### src/rtl/traffic_pkg.sv
// Shared types and constants for the timed two-road traffic signal:
// phase encoding, ASCII lamp codes and the phase-to-lamp decode.
package traffic_pkg;

  typedef enum logic [2:0] {
    MAIN_GREEN      = 3'd0,
    MAIN_YELLOW     = 3'd1,
    CLEAR_TO_COUNTY = 3'd2,
    COUNTY_GREEN    = 3'd3,
    COUNTY_YELLOW   = 3'd4,
    CLEAR_TO_MAIN   = 3'd5
  } phase_t;

  localparam logic [7:0] LAMP_GREEN  = 8'h47;
  localparam logic [7:0] LAMP_YELLOW = 8'h59;
  localparam logic [7:0] LAMP_RED    = 8'h52;

  typedef struct packed {
    logic [7:0] main_lamp;
    logic [7:0] county_lamp;
  } lamps_t;

  // Anything outside the six legal codes shows red on both roads.
  function automatic lamps_t decode_lamps(input logic [2:0] ph);
    lamps_t l;
    l.main_lamp   = LAMP_RED;
    l.county_lamp = LAMP_RED;
    case (ph)
      MAIN_GREEN:    l.main_lamp   = LAMP_GREEN;
      MAIN_YELLOW:   l.main_lamp   = LAMP_YELLOW;
      COUNTY_GREEN:  l.county_lamp = LAMP_GREEN;
      COUNTY_YELLOW: l.county_lamp = LAMP_YELLOW;
      default:       ;
    endcase
    return l;
  endfunction

endpackage

### src/rtl/phase_timer.sv
// Loadable down-counter that saturates at zero; expired flags the zero count.
module phase_timer #(
  parameter int               CNT_W     = 8,
  parameter logic [CNT_W-1:0] RESET_VAL = '0
) (
  input  logic             clk,
  input  logic             reset,
  input  logic             load,
  input  logic [CNT_W-1:0] load_val,
  output logic             expired
);

  logic [CNT_W-1:0] count;

  // NOTE: sequential state is always written with <= so every flop samples
  // pre-edge values and simulation matches the synthesized registers.
  always_ff @(posedge clk or negedge reset) begin
    if (!reset) begin
      count <= RESET_VAL;
    end else if (load) begin
      count <= load_val;
    end else if (count != '0) begin
      count <= count - CNT_W'(1);
    end
  end

  assign expired = (count == '0);

endmodule

### src/rtl/traffic_signal_timed.sv
// Two-road traffic signal with dwell timers, all-red clearance and a
// synchronised county-road sensor; lamp outputs are Moore-decoded.
module traffic_signal_timed
  import traffic_pkg::*;
#(
  parameter int CNT_W            = 8,
  parameter int MAIN_MIN_GREEN   = 8,
  parameter int COUNTY_MAX_GREEN = 10,
  parameter int YELLOW_TIME      = 3,
  parameter int ALL_RED_TIME     = 1
) (
  input  logic       clk,
  input  logic       reset,
  input  logic       x,
  output logic [7:0] main_road,
  output logic [7:0] county_road,
  output logic [2:0] phase
);

  localparam longint TIME_LIMIT = longint'(1) << CNT_W;

  if (MAIN_MIN_GREEN < 1 || longint'(MAIN_MIN_GREEN) > TIME_LIMIT ||
      COUNTY_MAX_GREEN < 1 || longint'(COUNTY_MAX_GREEN) > TIME_LIMIT ||
      YELLOW_TIME < 1 || longint'(YELLOW_TIME) > TIME_LIMIT ||
      ALL_RED_TIME < 1 || longint'(ALL_RED_TIME) > TIME_LIMIT) begin : g_bad_time
    $error("traffic_signal_timed: every *_TIME must be in 1..2**CNT_W");
  end

  localparam logic [CNT_W-1:0] LD_MAIN   = CNT_W'(MAIN_MIN_GREEN - 1);
  localparam logic [CNT_W-1:0] LD_COUNTY = CNT_W'(COUNTY_MAX_GREEN - 1);
  localparam logic [CNT_W-1:0] LD_YELLOW = CNT_W'(YELLOW_TIME - 1);
  localparam logic [CNT_W-1:0] LD_RED    = CNT_W'(ALL_RED_TIME - 1);

  logic             x_meta;
  logic             x_s;
  logic [2:0]       state_q;
  logic [2:0]       state_d;
  logic             load;
  logic [CNT_W-1:0] load_val;
  logic             expired;
  lamps_t           lamps;

  always_ff @(posedge clk or negedge reset) begin
    if (!reset) begin
      x_meta  <= 1'b0;
      x_s     <= 1'b0;
      state_q <= MAIN_GREEN;
    end else begin
      x_meta  <= x;
      x_s     <= x_meta;
      state_q <= state_d;
    end
  end

  // NOTE: every output of this block gets a default before the case, so no
  // path leaves a signal unassigned and no latch is inferred.
  always_comb begin
    state_d  = state_q;
    load_val = LD_MAIN;
    case (state_q)
      MAIN_GREEN:      if (expired && x_s) state_d = MAIN_YELLOW;
      MAIN_YELLOW:     if (expired)        state_d = CLEAR_TO_COUNTY;
      CLEAR_TO_COUNTY: if (expired)        state_d = COUNTY_GREEN;
      COUNTY_GREEN:    if (!x_s || expired) state_d = COUNTY_YELLOW;
      COUNTY_YELLOW:   if (expired)        state_d = CLEAR_TO_MAIN;
      CLEAR_TO_MAIN:   if (expired)        state_d = MAIN_GREEN;
      default:                             state_d = MAIN_GREEN;
    endcase

    case (state_d)
      MAIN_YELLOW, COUNTY_YELLOW:       load_val = LD_YELLOW;
      CLEAR_TO_COUNTY, CLEAR_TO_MAIN:   load_val = LD_RED;
      COUNTY_GREEN:                     load_val = LD_COUNTY;
      default:                          load_val = LD_MAIN;
    endcase
  end

  // Reload on every state change, including recovery from an illegal code.
  assign load = (state_d != state_q);

  phase_timer #(
    .CNT_W    (CNT_W),
    .RESET_VAL(LD_MAIN)
  ) u_phase_timer (
    .clk     (clk),
    .reset   (reset),
    .load    (load),
    .load_val(load_val),
    .expired (expired)
  );

  assign lamps       = decode_lamps(state_q);
  assign main_road   = lamps.main_lamp;
  assign county_road = lamps.county_lamp;
  assign phase       = state_q;

endmodule
### config.mk
export PLATFORM = sky130hd
export DESIGN_NAME = traffic_signal_timed
export DESIGN_NICKNAME = d
export VERILOG_FILES = /design/src/rtl/traffic_pkg.sv /design/src/rtl/phase_timer.sv /design/src/rtl/traffic_signal_timed.sv
export SDC_FILE = /design/constraint.sdc
export NUM_CORES = 1
export LEC_CHECK = 0
export BUFFER_PORTS_ARGS = -buffer_cell sky130_fd_sc_hd__buf_2
export CAP_MARGIN = 20
export CORE_ASPECT_RATIO = 0.9
export CORE_MARGIN = 5
export CORE_UTILIZATION = 46
export DETAILED_ROUTE_END_ITERATION = 10
export PLACE_DENSITY = 0.78
export SETUP_SLACK_MARGIN = 0.5
export SLEW_MARGIN = 0
export SYNTH_ARGS = -nofsm -noshare
export SYNTH_HDL_FRONTEND = slang
export SYNTH_SLANG_ARGS = --single-unit
export TNS_END_PERCENT = 1
### constraint.sdc
create_clock -name clk -period 2.03 [get_ports clk]
set_input_delay 0.5075 -clock clk [delete_from_list [all_inputs] [get_ports clk]]
set_output_delay 0.5075 -clock clk [all_outputs]
set_load 0.02 [all_outputs]
==> results of run 1 <==
==> worst register-to-register path, cell delays in order, from the launching register on <==
cell,delay [ns]
dfstp_2,0.57
inv_2,0.05
ha_2,0.17
nor3b_4,0.17
a211o_1,0.32
or4_4,0.42
a21oi_2,0.15
==> synth_stat cells <==
library cell,count
nor4_2,1
or3_1,3
nor2_1,8
a21oi_1,10
o21ai_0,3
a2111oi_0,1
a2bb2oi_1,1
inv_1,10
mux2_2,1
nand2b_1,1
o21a_1,1
dfstp_2,3
o211ai_1,2
nor3b_1,1
and2_1,1
xnor2_1,3
nand3_1,2
o21bai_1,1
clkbuf_1,4
a221oi_1,1
nor3_1,4
a22oi_1,1
dfrtp_1,10
o221ai_1,1
buf_4,6
nand2_1,6
mux2i_1,2
ha_1,2
o31ai_1,1
a211o_1,2
or4_1,2
conb_1,2
xor2_1,2
==> power by group through the flow <==
stage	Combinational (uW)	Sequential [uW]	Clock, uW
2_1_floorplan	719	511	0
3_3_place_gp	942	516	0
3_5_place_dp	968	521	0
4_1_cts	1090	494	165
5_1_grt	1240	529	175
6_report	1130	507	159
==> sequential cells by signal (all words and copies together) (netlist names) <==
name	flops
x_meta	1
x_s	1
u_phase_timer.count	8
phase	3
==> cells by family after synthesis <==
| kind of cell | Yosys count | synth area share (%) |
|---|---|---|
| XOR/XNOR | 5 | 5.18 |
| AND/OR/NAND/NOR | 29 | 17.6 |
| AO/OA/AOI/OAI | 25 | 19.2 |
| buffers and inverters | 20 | 11.5 |
| other | 2 | 0.888 |
| adder cells (fa/ha/maj) | 2 | 2.96 |
| flip-flops | 13 | 38.9 |
| multiplexers | 3 | 3.70 |
==> worst max-delay path by stage <==
stage | startpoint | to | slack, ns | cells after the start
floorplan | u_phase_timer.count[0]$_DFFE_PN1P_ | u_phase_timer.count[7]$_DFFE_PN0P_ | 0.24 | 6
global placement | u_phase_timer.count[0]$_DFFE_PN1P_ | u_phase_timer.count[7]$_DFFE_PN0P_ | 0.19 | 6
detailed placement | u_phase_timer.count[0]$_DFFE_PN1P_ | u_phase_timer.count[7]$_DFFE_PN0P_ | 0.12 | 6
CTS | u_phase_timer.count[1]$_DFFE_PN1P_ | u_phase_timer.count[7]$_DFFE_PN0P_ | 0.11 | 6
global route | u_phase_timer.count[1]$_DFFE_PN1P_ | u_phase_timer.count[7]$_DFFE_PN0P_ | 0.04 | 6
finish | u_phase_timer.count[1]$_DFFE_PN1P_ | u_phase_timer.count[7]$_DFFE_PN0P_ | 0.1 | 6
==> area by class of cell <==
| class | count | area (um^2) |
|---|---|---|
| clock buffer | 3 | 22.5 |
| clock inverter | 1 | 5.00 |
| fill | 155 | 632 |
| inverter | 10 | 37.5 |
| multi-input combinational | 70 | 494 |
| sequential | 13 | 330 |
| tap | 24 | 30.0 |
| timing repair buffer | 27 | 165 |
==> layer usage <==
| layer | global-route usage (%) | part of all wire, % | vias to the layer above | wire length (um) |
|---|---|---|---|---|
| met4 | 1.21 | 0 | 0 | 0 |
| met5 | 0 | 0 | - | 0 |
| met3 | 5.90 | 4.7 | 0 | 89 |
| met2 | 26.0 | 53 | 13 | 1000 |
| li1 | - | - | 386 | - |
| met1 | 16.8 | 42 | 350 | 797 |
==> repair_timing <==
| action | in CTS | in global routing |
|---|---|---|
| gates resized for setup | 2 | 4 |
| endpoints found under the hold margin | 0 | 0 |
| buffers inserted | 6 | 2 |
| pin swaps | 0 | 2 |
| endpoints found under the setup margin | 21 | 22 |
==> through the flow <==
stage | hold WS (ns) | instances | total power [uW] | setup slack [ns] | util [%]
6_report | 0.0985 | 148 | 1790 | 0.0956 | 63.2
5_1_grt | 0.106 | 148 | 1950 | 0.0380 | 63.2
4_1_cts | 0.106 | 146 | 1750 | 0.111 | 61.5
3_5_place_dp | 0.340 | 136 | 1490 | 0.120 | 56.6
3_3_place_gp | 0.332 | 136 | 1460 | 0.195 | 56.6
2_1_floorplan | 0.212 | 103 | 1230 | 0.236 | -
==> summary.txt, run 1 <==
Flow run
  – Max-Cap Viols: 0

Setup path
  – R2R setup slack: 0.1 ns
  – Worst r2r src: u_phase_timer.count[1]$_DFFE_PN1P_
  – WP data required: 2.24 ns
  – Element type at the critical path start: flip-flop
  – Critical Path End Type: flip-flop
  – R2r endpoint: u_phase_timer.count[7]$_DFFE_PN0P_
  – R2R depth: 6
  – Worst Path Buf+Inv: 1
  – Crit-path slowest cell: dfstp_2
  – Worst-path maximum fanout: 7
  – Critical Path, Cell by Cell: inv_2 > ha_2 > nor3b_4 > a211o_1 > or4_4 > a21oi_2
  – Cell family with most CP delay: simple AND/OR/NAND/NOR gates
  – CP Class: reg2reg
  – Crit-path max cell delay: 0.57 ns
  – Critical path data arrival time: 2.14 ns

Detailed routing
  – Residual DRC: 0
  – WL/cell: 12.8 um
  – DRT Wirelength: 1890 um
  – Drt pass-1 iters: 4
  – Routed vias: 749
  – Iter 0 DRT Violations: 21
  – ANT nets after route: 0
  – DR vias/cell: 5.06

Timing
  – Worst Max-Slew Pin Slew: 0.490 ns
  – F_max: 517 MHz
  – Final hold viol count: 0
  – Worst Clk Skew: 0.00187 ns
  – TNS Setup: 0 ns
  – Final slew viol count: 0
  – Unrepaired setup endpoints after global routing: yes
  – Relative max-transition margin: 66.5%
  – Setup violators final: 0
  – Final min period: 1.93 ns
  – Final period util: 95.3%

Placed design
  – DP HPWL: 1370 um
  – Placed cell areas: 971 um^2
  – Number of port buffers: 15
  – RD Place Congestion: 0.805

Finish
  – Most common cell after layout, fill and taps aside: buf_2
  – P&R area growth vs syn: 28.3%
  – Most frequent cells in the layout: buf_2 (15), buf_4 (12), a21oi_1 (9), dfrtp_1 (9), inv_1 (8)
  – Share of cells above drive strength 1: 38.7%
  – Design area: 0.00108 mm^2
  – Antenna diodes: 0
  – Layout Nets: 130

Clock tree
  – TritonCTS Sinks: 13
  – CTS tree: yes
  – Clk_lat worst skew: 0.28 ns
  – Reg clk slew, reported paths: 0.08 ns
  – CTS buffer count: 3
  – Bufs on Longest Clock Path: 2
  – CTS Hold Bufs: 0
  – CTS H-tree lvls: 1
  – CTS root buffer: clkbuf_4

Global routing
  – Total gr overflow: 0
  – Initial antenna violation count: 0
  – Pin count of the biggest net entering global routing: 14
  – First-pass GRT wire length: 3240 um
  – Vias in the first global route: 721
  – Global Route Usage Sum: 14.4%

Pwr
  – Clock power share: 8.9%
  – Peak VDD IR: 0.947 mV
  – PD cells: 1650 mW/mm^2
  – Sw Ratio: 46.6%
  – Flop pwr share: 28.3%
  – Switch Pwr: 835 uW
  – Static leakage: 0.000513 uW
  – Combinational share of power: 62.9%
  – Internal power: 959 uW

Yosys
  – Post-synthesis cell area: 846 um^2
  – Post-synthesis cell count: 99
  – Largest cells by area after synthesis: dfrtp_1 (30%), dfstp_2 (9.3%), a21oi_1 (5.9%)
  – Netlist cell types: 33
  – Number of synthesized register bits: 13
  – Share of the synthesized area in the top cell type: 29.6%
  – Yosys top cell by area: dfrtp_1
  – Ys Warns: 0
  – Syn avg cell area: 8.54 um^2
  – Seq/Total Area, Yosys: 38.9%

Outcome
  – Outcome: finished clean

Floorplanning
  – # IOs: 22
  – Die Area: 0.00280 mm^2
  – # rows: 14
  – Initial Util: 49.3%
  – DIE WIDTH: 55.2 um
  – Die H: 50.7 um
  – Core footprint: 0.00172 mm^2

Worst hold path
  – Hold Path Class: in2async
(Power assumes the default switching activity.)
==> run 2: changes to the inputs <==
--- a/config.mk
+++ b/config.mk
@@ -9,9 +9,10 @@
 export CAP_MARGIN = 20
 export CORE_ASPECT_RATIO = 0.9
 export CORE_MARGIN = 5
-export CORE_UTILIZATION = 46
+export CORE_UTILIZATION = 48
+export CTS_BUF_LIST = sky130_fd_sc_hd__clkbuf_8
 export DETAILED_ROUTE_END_ITERATION = 10
-export PLACE_DENSITY = 0.78
+export PLACE_DENSITY = 0.8
 export SETUP_SLACK_MARGIN = 0.5
 export SLEW_MARGIN = 0
 export SYNTH_ARGS = -nofsm -noshare
==> run 2 against run 1 <==
  * Final area grew 3.8%
  * Register-to-register slack gained 0.11 ns
  * Worst hold slack gained 0.035 ns
  * Combinational power grew 7%
  * Largest cell class unchanged
  * First-iteration DRC count grew 52%
==> summary.txt, run 2 (synthesis results as in run 1) <==
Outcome
  – Outcome: finished clean

Timing
  – Setup violators final: 0 (unchanged)
  – Final hold viol count: 0 (unchanged)
  – TNS Setup: 0 ns (unchanged)
  – Final min period: 1.83 ns (-0.109 ns)
  – Unrepaired setup endpoints after global routing: yes
  – Final slew viol count: 0 (unchanged)
  – F_max: 548 MHz (+5.9%)
  – Final period util: 89.9% (-5.4 points)
  – Worst Clk Skew: 0.00221 ns (+0.000334 ns)

Setup path
  – Cell family with most CP delay: simple AND/OR/NAND/NOR gates
  – Element type at the critical path start: flip-flop
  – Critical Path, Cell by Cell: buf_4 > or4_1 > a211o_1 > or4_1 > a21oi_1
  – Worst-path maximum fanout: 3 (-4)
  – Critical path data arrival time: 2.00 ns (-0.14 ns)
  – WP data required: 2.20 ns (-0.04 ns)
  – Crit-path slowest cell: or4_1
  – Crit-path max cell delay: 0.41 ns (-0.16 ns)
  – Worst Path Buf+Inv: 1 (unchanged)
  – CP Class: reg2reg
  – Critical Path End Type: flip-flop
  – Most common cell type on the critical path: or4_1

Clock tree
  – Reg clk slew, reported paths: 0.06 ns (-0.02 ns)
  – CTS root buffer: clkbuf_8
  – CTS buffer count: 3 (unchanged)
  – Bufs on Longest Clock Path: 2 (unchanged)
  – Clk_lat worst skew: 0.25 ns (-0.03 ns)
  – CTS H-tree lvls: 1 (unchanged)
  – CTS tree: yes
  – TritonCTS Sinks: 13 (unchanged)

Placed design
  – Inst Count DP: 136 (unchanged)
  – Placed cell areas: 971 um^2 (unchanged)
  – Number of port buffers: 15 (unchanged)
  – RD Place Congestion: 0.799 (-0.78%)
  – DP HPWL: 1380 um (+1.0%)

Finish
  – Antenna diodes: 0 (unchanged)
  – Fillers: 139 (-10%)
  – Most common cell after layout, fill and taps aside: buf_4
  – Most flop-heavy register: u_phase_timer.count
  – Non-Filler Instances: 151 (+2.0%)
  – Most frequent cells in the layout: buf_4 (15), buf_2 (13), a21oi_1 (10), dfrtp_1 (7)
  – Share of cells above drive strength 1: 42.5% (+3.8 points)
  – P&R area growth vs syn: 33.1%
  – Layout Nets: 133 (+2.3%)
  – Design area: 0.00113 mm^2 (+3.8%)
  – Max reg flops: 8 (unchanged)

Floorplanning
  – Die H: 49.8 um (-1.7%)
  – # rows: 14 (unchanged)
  – DIE WIDTH: 54.3 um (-1.7%)
  – Initial Util: 50.3% (+1.0 points)
  – # IOs: 22 (unchanged)
  – Die Area: 0.00270 mm^2 (-3.4%)
  – Core footprint: 0.00168 mm^2 (-2.0%)

Global routing
  – First-pass GRT wire length: 3350 um (+3.4%)
  – Global Route Usage Sum: 16.8% (+2.4 points)
  – Pin count of the biggest net entering global routing: 14 (unchanged)
  – Total gr overflow: 0 (unchanged)
  – Initial antenna violation count: 0 (unchanged)
  – Vias in the first global route: 799 (+11%)

Detailed routing
  – WL/cell: 13.8 um (+7.8%)
  – Residual DRC: 0 (unchanged)
  – Drt pass-1 iters: 4 (unchanged)
  – Iter 0 DRT Violations: 32 (+52%)
  – Routed vias: 858 (+15%)
  – ANT nets after route: 0 (unchanged)
  – DRT Wirelength: 2080 um (+10%)
  – DR vias/cell: 5.68 (+12%)

Worst hold path
  – Hold Path Class: in2async

Pwr
  – Total power: 1960 uW (+9.5%)
  – Peak VDD IR: 1.07 mV (+13%)
  – PD cells: 1740 mW/mm^2 (+5.5%)
  – Static leakage: 0.000532 uW (+3.6%)

Flow run
  – Max-Cap Viols: 0 (unchanged)
[run 2: final timing paths]
kind,start,end,slack [ns],cells past startpoint
max reg2reg,u_phase_timer.count[0]$_DFFE_PN1P_,u_phase_timer.count[7]$_DFFE_PN0P_,0.20,5
min in group clk,x_meta$_DFF_PN0_,x_s$_DFF_PN0_,0.36,0
min reg2reg,x_meta$_DFF_PN0_,x_s$_DFF_PN0_,0.36,0
max in group asynchronous,reset,u_phase_timer.count[1]$_DFFE_PN1P_,1.62,1
min,reset,x_s$_DFF_PN0_,0.13,1
max,u_phase_timer.count[0]$_DFFE_PN1P_,u_phase_timer.count[7]$_DFFE_PN0P_,0.20,5
[run 2: through the flow]
step	hold slack [ns]	utilization, %	setup slack (ns)
2_1_floorplan	0.212	-	0.236
3_3_place_gp	0.337	57.7	0.184
3_5_place_dp	0.346	57.7	0.154
4_1_cts	0.145	65.6	0.169
5_1_grt	0.154	67.0	0.177
6_report	0.134	67.0	0.204
[run 2: worst register-to-register path, cell delays in order, from the launching register on]
cell and delay, ns:
dfstp_2 0.39, buf_4 0.14, or4_1 0.41, a211o_1 0.29
or4_1 0.40, a21oi_1 0.13
[run 2: per-layer routing]
layer | global-route usage (%) | share of wire (%) | up-vias
met4 | 10.4 | 3.3 | 0
li1 | - | - | 391
met3 | 3.92 | 8.2 | 8
met5 | 0 | 0 | -
met2 | 26.1 | 47 | 44
met1 | 20.4 | 41 | 415
[run 2: where the power goes]
| part | internal (uW) | switching (uW) |
|---|---|---|
| Sequential | 385 | 132 |
| Combinational | 565 | 648 |
| Clock | 136 | 99.4 |
[run 2: cell type report]
| cell class | instances | area (um^2) | area share, % |
|---|---|---|---|
| multi-input cells | 70 | 479 | 42.6 |
| flip-flops and latches | 13 | 333 | 29.6 |
| inverters | 10 | 37.5 | 3.33 |
| repair buffers | 30 | 200 | 17.8 |
| clock inverters | 1 | 5.00 | 0.444 |
| well taps | 24 | 30.0 | 2.67 |
| clock buffers | 3 | 41.3 | 3.67 |
[run 2: what timing repair did]
| action | CTS | global route |
|---|---|---|
| setup endpoints to repair | 23 | 23 |
| setup buffers | 11 | 0 |
| hold buffers | 0 | 0 |
| pin swaps | 2 | 5 |
| endpoints found under the hold margin | 0 | 0 |
| gates resized for setup | 3 | 11 |
